File: config.mk
export PLATFORM = sky130hd
export DESIGN_NAME = ysyx_24080006_mdu_ctrl
export DESIGN_NICKNAME = d
export VERILOG_FILES = /design/src/rtl/ysyx_24080006_mdu_ctrl_pkg.sv /design/src/rtl/ysyx_24080006_mdu_ctrl.sv
export SDC_FILE = /design/constraint.sdc
export NUM_CORES = 1
export LEC_CHECK = 0
export CAP_MARGIN = 20
export CORE_UTILIZATION = 46
export DETAILED_ROUTE_END_ITERATION = 8
export GPL_TIMING_DRIVEN = 1
export PLACE_DENSITY = 0.95
export SLEW_MARGIN = 10
export SYNTH_ARGS = -nofsm -noshare
export SYNTH_HDL_FRONTEND = slang
export SYNTH_SLANG_ARGS = --single-unit
File: constraint.sdc
create_clock -name clock -period 10 [get_ports clock]
set_input_delay 2 -clock clock [delete_from_list [all_inputs] [get_ports clock]]
set_output_delay 2 -clock clock [all_outputs]
set_load 0.005 [all_outputs]
File: src/rtl/ysyx_24080006_mdu_ctrl_pkg.sv
// Shared types for the MDU issue front end: operation encodings, the
// operation-select struct handed to the MDU, controller states, and the
// RV32M funct3 decode.
package ysyx_24080006_mdu_ctrl_pkg;

   // Operation class understood by the iterative MDU.
   typedef enum logic [1:0] {
      ALU_MULL = 2'd0,
      ALU_MULH = 2'd1,
      ALU_DIV  = 2'd2,
      ALU_REM  = 2'd3
   } mdu_op_e;

   // Operation select presented to the MDU: op class plus operand signedness.
   typedef struct packed {
      mdu_op_e mdu_op;
      logic    signed_a;
      logic    signed_b;
   } mdu_set_t;

   // RV32M funct3 field of the OP/M-extension instructions.
   typedef enum logic [2:0] {
      F3_MUL    = 3'b000,
      F3_MULH   = 3'b001,
      F3_MULHSU = 3'b010,
      F3_MULHU  = 3'b011,
      F3_DIV    = 3'b100,
      F3_DIVU   = 3'b101,
      F3_REM    = 3'b110,
      F3_REMU   = 3'b111
   } mdu_funct3_e;

   // Controller states.
   //   IDLE  : no op in flight, ready for a new one
   //   BUSY  : MDU running an op whose result will be delivered
   //   DRAIN : op was flushed; MDU is left to finish, result is dropped
   //   HOLD  : result captured, waiting for the downstream handshake
   typedef enum logic [1:0] {
      ST_IDLE  = 2'd0,
      ST_BUSY  = 2'd1,
      ST_DRAIN = 2'd2,
      ST_HOLD  = 2'd3
   } mdu_state_e;

   // Value of the operation select while nothing has been issued.
   localparam mdu_set_t MDU_SET_RESET = '{mdu_op: ALU_MULL, signed_a: 1'b0, signed_b: 1'b0};

   // Pure funct3 -> operation select decode. All eight encodings are legal.
   function automatic mdu_set_t mdu_decode(input logic [2:0] funct3);
      mdu_set_t s;
      s = MDU_SET_RESET;
      case (mdu_funct3_e'(funct3))
         F3_MUL:    s = '{mdu_op: ALU_MULL, signed_a: 1'b1, signed_b: 1'b1};
         F3_MULH:   s = '{mdu_op: ALU_MULH, signed_a: 1'b1, signed_b: 1'b1};
         F3_MULHSU: s = '{mdu_op: ALU_MULH, signed_a: 1'b1, signed_b: 1'b0};
         F3_MULHU:  s = '{mdu_op: ALU_MULH, signed_a: 1'b0, signed_b: 1'b0};
         F3_DIV:    s = '{mdu_op: ALU_DIV,  signed_a: 1'b1, signed_b: 1'b1};
         F3_DIVU:   s = '{mdu_op: ALU_DIV,  signed_a: 1'b0, signed_b: 1'b0};
         F3_REM:    s = '{mdu_op: ALU_REM,  signed_a: 1'b1, signed_b: 1'b1};
         F3_REMU:   s = '{mdu_op: ALU_REM,  signed_a: 1'b0, signed_b: 1'b0};
         default:   s = MDU_SET_RESET;
      endcase
      return s;
   endfunction

endpackage

File: src/rtl/ysyx_24080006_mdu_ctrl.sv
// EX-stage issue/sequencing front end for the iterative MDU. Latches an
// RV32M op, holds operands and mdu_valid stable for the whole MDU run,
// captures the single-cycle result and offers it downstream. A flush never
// aborts the MDU mid-operation: the op is drained and its result dropped.
//
// Handshake semantics (both sides): a transfer happens on a rising clock edge
// where valid and ready are both high. in_ready/out_valid depend only on the
// registered state plus flush/out_ready/reset; valid never waits for ready.
module ysyx_24080006_mdu_ctrl
   import ysyx_24080006_mdu_ctrl_pkg::*;
#(
   parameter int PERF_EN = 1
) (
   input  logic        clock,
   input  logic        reset,
   input  logic        flush,
   input  logic        in_valid,
   output logic        in_ready,
   input  logic [2:0]  in_funct3,
   input  logic [31:0] in_rs1,
   input  logic [31:0] in_rs2,
   input  logic [4:0]  in_rd,
   output logic        out_valid,
   input  logic        out_ready,
   output logic [31:0] out_data,
   output logic [4:0]  out_rd,
   output logic [31:0] mdu_a,
   output logic [31:0] mdu_b,
   output mdu_set_t    mdu_set,
   output logic        mdu_valid,
   input  logic        mdu_ready,
   input  logic [31:0] mdu_o,
   output logic [31:0] perf_ops
);

   // Current/next controller state; state_q is the observable FSM state.
   mdu_state_e state_q;
   mdu_state_e state_d;

   logic       accept;    // new op transferred this cycle
   logic       capture;   // MDU result is kept for delivery
   logic       complete;  // result transferred downstream
   logic [4:0] rd_q;      // tag of the op currently in the MDU

   // Upstream ready: only from IDLE, or from HOLD when the held result leaves
   // this same cycle. Forced low while reset or flush is asserted.
   assign in_ready = !reset && !flush &&
                     ((state_q == ST_IDLE) || ((state_q == ST_HOLD) && out_ready));
   assign accept   = in_valid && in_ready;

   // mdu_valid is a pure state decode so the MDU request never follows in_valid
   // combinationally; it stays high through DRAIN so the MDU keeps stepping.
   assign mdu_valid = (state_q == ST_BUSY) || (state_q == ST_DRAIN);
   assign out_valid = (state_q == ST_HOLD);

   assign capture  = (state_q == ST_BUSY) && mdu_ready && !flush;
   assign complete = (state_q == ST_HOLD) && out_ready && !flush;

   // State register.
   always_ff @(posedge clock or posedge reset) begin
      if (reset) begin
         state_q <= ST_IDLE;
      end else begin
         state_q <= state_d;
      end
   end

   // Next-state logic.
   always_comb begin
      state_d = state_q;
      case (state_q)
         ST_IDLE: begin
            if (accept) begin
               state_d = ST_BUSY;
            end
         end
         ST_BUSY: begin
            if (mdu_ready) begin
               // A flush coinciding with the finish cycle simply discards the result.
               state_d = flush ? ST_IDLE : ST_HOLD;
            end else if (flush) begin
               state_d = ST_DRAIN;
            end
         end
         ST_DRAIN: begin
            // Further flushes have nothing to squash; just wait for the finish.
            if (mdu_ready) begin
               state_d = ST_IDLE;
            end
         end
         ST_HOLD: begin
            if (flush) begin
               state_d = ST_IDLE;
            end else if (out_ready) begin
               state_d = accept ? ST_BUSY : ST_IDLE;
            end
         end
         default: state_d = ST_IDLE;
      endcase
   end

   // Operand/op-select/tag latch; written only on accept so they stay frozen
   // for the whole MDU run, including a drain.
   always_ff @(posedge clock or posedge reset) begin
      if (reset) begin
         mdu_a   <= 32'd0;
         mdu_b   <= 32'd0;
         mdu_set <= MDU_SET_RESET;
         rd_q    <= 5'd0;
      end else if (accept) begin
         mdu_a   <= in_rs1;
         mdu_b   <= in_rs2;
         mdu_set <= mdu_decode(in_funct3);
         rd_q    <= in_rd;
      end
   end

   // Result register: mdu_o is only valid during the finish cycle, so grab it
   // together with its tag; it then stays stable for the whole HOLD.
   always_ff @(posedge clock or posedge reset) begin
      if (reset) begin
         out_data <= 32'd0;
         out_rd   <= 5'd0;
      end else if (capture) begin
         out_data <= mdu_o;
         out_rd   <= rd_q;
      end
   end

   // Completed-op counter (wraps), or constant zero when disabled.
   generate
      if (PERF_EN != 0) begin : g_perf
         logic [31:0] perf_q;

         // Count each delivered, non-flushed result.
         always_ff @(posedge clock or posedge reset) begin
            if (reset) begin
               perf_q <= 32'd0;
            end else if (complete) begin
               perf_q <= perf_q + 32'd1;
            end
         end

         assign perf_ops = perf_q;
      end else begin : g_no_perf
         assign perf_ops = 32'd0;
      end
   endgenerate

endmodule

==> results.cfg <==
[final_layout]
diodes = 0
final_common_cell = clkdlybuf4s50_1
design_area_mm2 = 0.00911
utilization = 0.749
drive_gt1_frac = 0.221
final_cell_mix = 249 x clkdlybuf4s50_1, 144 x dfrtp_1, 108 x mux2_2, 22 x xnor2_1, 17 x clkbuf_16
layout-area-overhead-vs-synth_pct = 57.0
nets = 767

[grt]
grt_usage = 0.239
grt_pass1_vias = 4562
grt_pass1_wl_um = 23400
grt_antenna_before_repair = 0
grt-ovfl-total = 0
grt_max_degree = 90

[timing]
setup_viol = 0
slew_headroom = 0.337
hold_viol = 0
period_share = 0.535
fin_worst_skew_ps = 5.49
rsz0062_at_grt = no
worstMarginPinSlew_ps = 995
max_freq_mhz = 187
fin_crit_ps = 5350
finalMaxSlewViolations = 0
fin_tns_setup_ps = 0

[clock_tree]
root_buffer = clkbuf_16
clk_latency_ps = 410
h-tree-depth = 4
hold_buffers = 0
cts_buffers = 17
cts_buffer_depth = 2
cts_setup_buffers = 0
cts_num_sinks = 144
cts_tree = done
clkSlewWorstSetupHoldPaths_ps = 60
cts_resized = 0

[floorplanning]
rows = 40
ios = 250
die_h_um = 114
initial_core_util = 0.477
core-area_mm2 = 0.0122
dieArea_mm2 = 0.0131
dieWidth_um = 114

[drt]
antenna_left = 0
drtIter0Drc = 168
vias = 4184
wire_per_inst_um = 17.8
drt_wl_total_um = 14800
viasPerCell = 5.03
post-route-drc-count = 0
dr.pass1.iters = 4

[critical_path]
slowest_delay_ps = 530
worstPathArrival_ps = 3350
critical_path_class = primary input to output port
crit_chain = clkdlybuf4s50_1, a21oi_1, nor3_1, clkdlybuf4s50_1
r2r_slack_ps = 7540
crit_required_ps = 8000
critPathSlowestCell = clkdlybuf4s50_1
crit_path_end = in_ready
critPathMaxFanout = 4
cp-startpoint = out_ready
rr_worst_depth = 7
regToRegStartpoint = state_q[1]
start_kind = primary input
crit_path_end_kind = output port
critical_path.most_common_cell = clkdlybuf4s50_1
worstReg2RegEnd = state_q[0]

[placement]
dpl_cell_area_mm2 = 0.00844
dpl.hpwl_um = 10500
gp_congestion = 0.818
port_buffers = 249

[power]
swShare = 0.251
power.density_mw_per_mm2 = 275
p_clk_frac = 0.273
p_leak_uw = 0.00388
internal-power_uw = 1880
power_uw = 2510
ir_drop_mv = 0.179
p_comb_frac = 0.347
p_sw_uw = 630
power_frac_seq = 0.380

[yosys]
synthCells = 395
synthMuxAreaShare = 0.217
synthXorXnorAreaFrac = 0.0468
synth_area_mm2 = 0.00580
ys_seq_area_frac = 0.621
synth_fp_nets = 511
synthAdderAreaFrac = 0.0129
synth_seq_cells = 144
synth-simple-area-share = 0.0699
synth_top_family_by_area = multiplexers
syn_area_per_cell_um2 = 14.7
synthDistinctLibCells = 32
yosysWarnings = 0
synth-compound-area-share = 0.00927

[job]
drv_cap = 0

[outcome]
run_status = finished clean

[worst_hold_path]
holdPathStages = 1
hp-class = flip-flop to flip-flop
[cell usage after synthesis]
cell type	instances	area, µm²
and2_1	1	6.26
nand4_1	14	87.6
nor4_1	2	12.5
buf_2	10	50.1
mux2i_1	3	30.0
nand2b_1	1	6.26
xnor2_1	22	193
o21a_1	1	7.51
mux2_2	108	1220
nor3_1	5	25.0
buf_4	1	7.51
xor2_1	9	78.8
clkbuf_1	3	11.3
ha_1	6	75.1
buf_6	3	33.8
nand3_1	8	40.0
mux2_1	1	11.3
and4_1	4	35.0
a21oi_1	4	20.0
nand3b_1	2	15.0
nand4b_1	1	8.76
nand4bb_1	1	11.3
nor2_1	5	18.8
o211ai_1	1	7.51
dfrtp_1	144	3600
nor4b_4	1	23.8
and3_1	9	56.3
and4b_1	1	10.0
o221a_2	1	11.3
a22oi_1	1	7.51
nand2_1	13	48.8
inv_1	9	33.8
[power groups by stage]
stage          registers, µW  clock network (µW)  logic, µW
6_report                 953                 684        870
5_1_grt                  983                 718        932
4_1_cts                  957                 695        882
3_5_place_dp             962                   0        871
3_3_place_gp             943                   0        840
2_1_floorplan            956                   0        285
[layout make-up]
cell class / count / area [µm²]
Sequential cell: 144 / 3600
Fill cell: 762 / 3050
Timing Repair Buffer: 254 / 2550
Multi-Input combinational cell: 225 / 2060
Clock buffer: 20 / 457
Tap cell: 168 / 210
Clock inverter: 12 / 188
Inverter: 9 / 38.8
[sequential cells by signal (all words and copies together), names as in the netlist]
name,count
mdu_a,32
mdu_b,32
out_data,32
perf_ops,32
out_rd,5
rd_q,5
mdu_set,4
state_q,2
[per-stage QoR]
stage,setup WS (ps),hold WS (ps),instances
2_1_floorplan,4130,468,395
3_3_place_gp,4670,463,799
3_5_place_dp,4670,477,799
4_1_cts,4660,484,831
5_1_grt,4600,500,832
6_report,4650,477,832
[how the worst min path moves through the flow]
stage / from / endpoint / slack, ps
6_report: perf_ops[31] / perf_ops[31] / 480
4_1_cts: perf_ops[31] / perf_ops[31] / 480
2_1_floorplan: perf_ops[31] / perf_ops[31] / 470
3_5_place_dp: perf_ops[31] / perf_ops[31] / 480
5_1_grt: perf_ops[31] / perf_ops[31] / 500
3_3_place_gp: perf_ops[31] / perf_ops[31] / 460
[worst max-delay path: cells and delay by family]
family,cells,cell delay [ps]
buffers and inverters,2,1050
AOI/OAI and AO/OA,1,130
and+or+nand+nor,1,170
[layer usage]
metal / wire [µm] / track usage / share of wire / up-vias
met5: 0 / 0 / 0 / -
met4: 331 / 0.105 / 0.022 / 0
met3: 1200 / 0.0847 / 0.081 / 26
met2: 8070 / 0.440 / 0.55 / 176
met1: 5190 / 0.244 / 0.35 / 2076
li1: - / - / - / 1906
[cell families after synthesis]
group / Yosys count
and+or+nand+nor: 68
adders and majority gates: 6
xor gates and xnor gates: 31
AOI/OAI and AO/OA: 8
buffers and inverters: 26
muxes: 112
DFF: 144
Power figures use the tool's default switching activity.
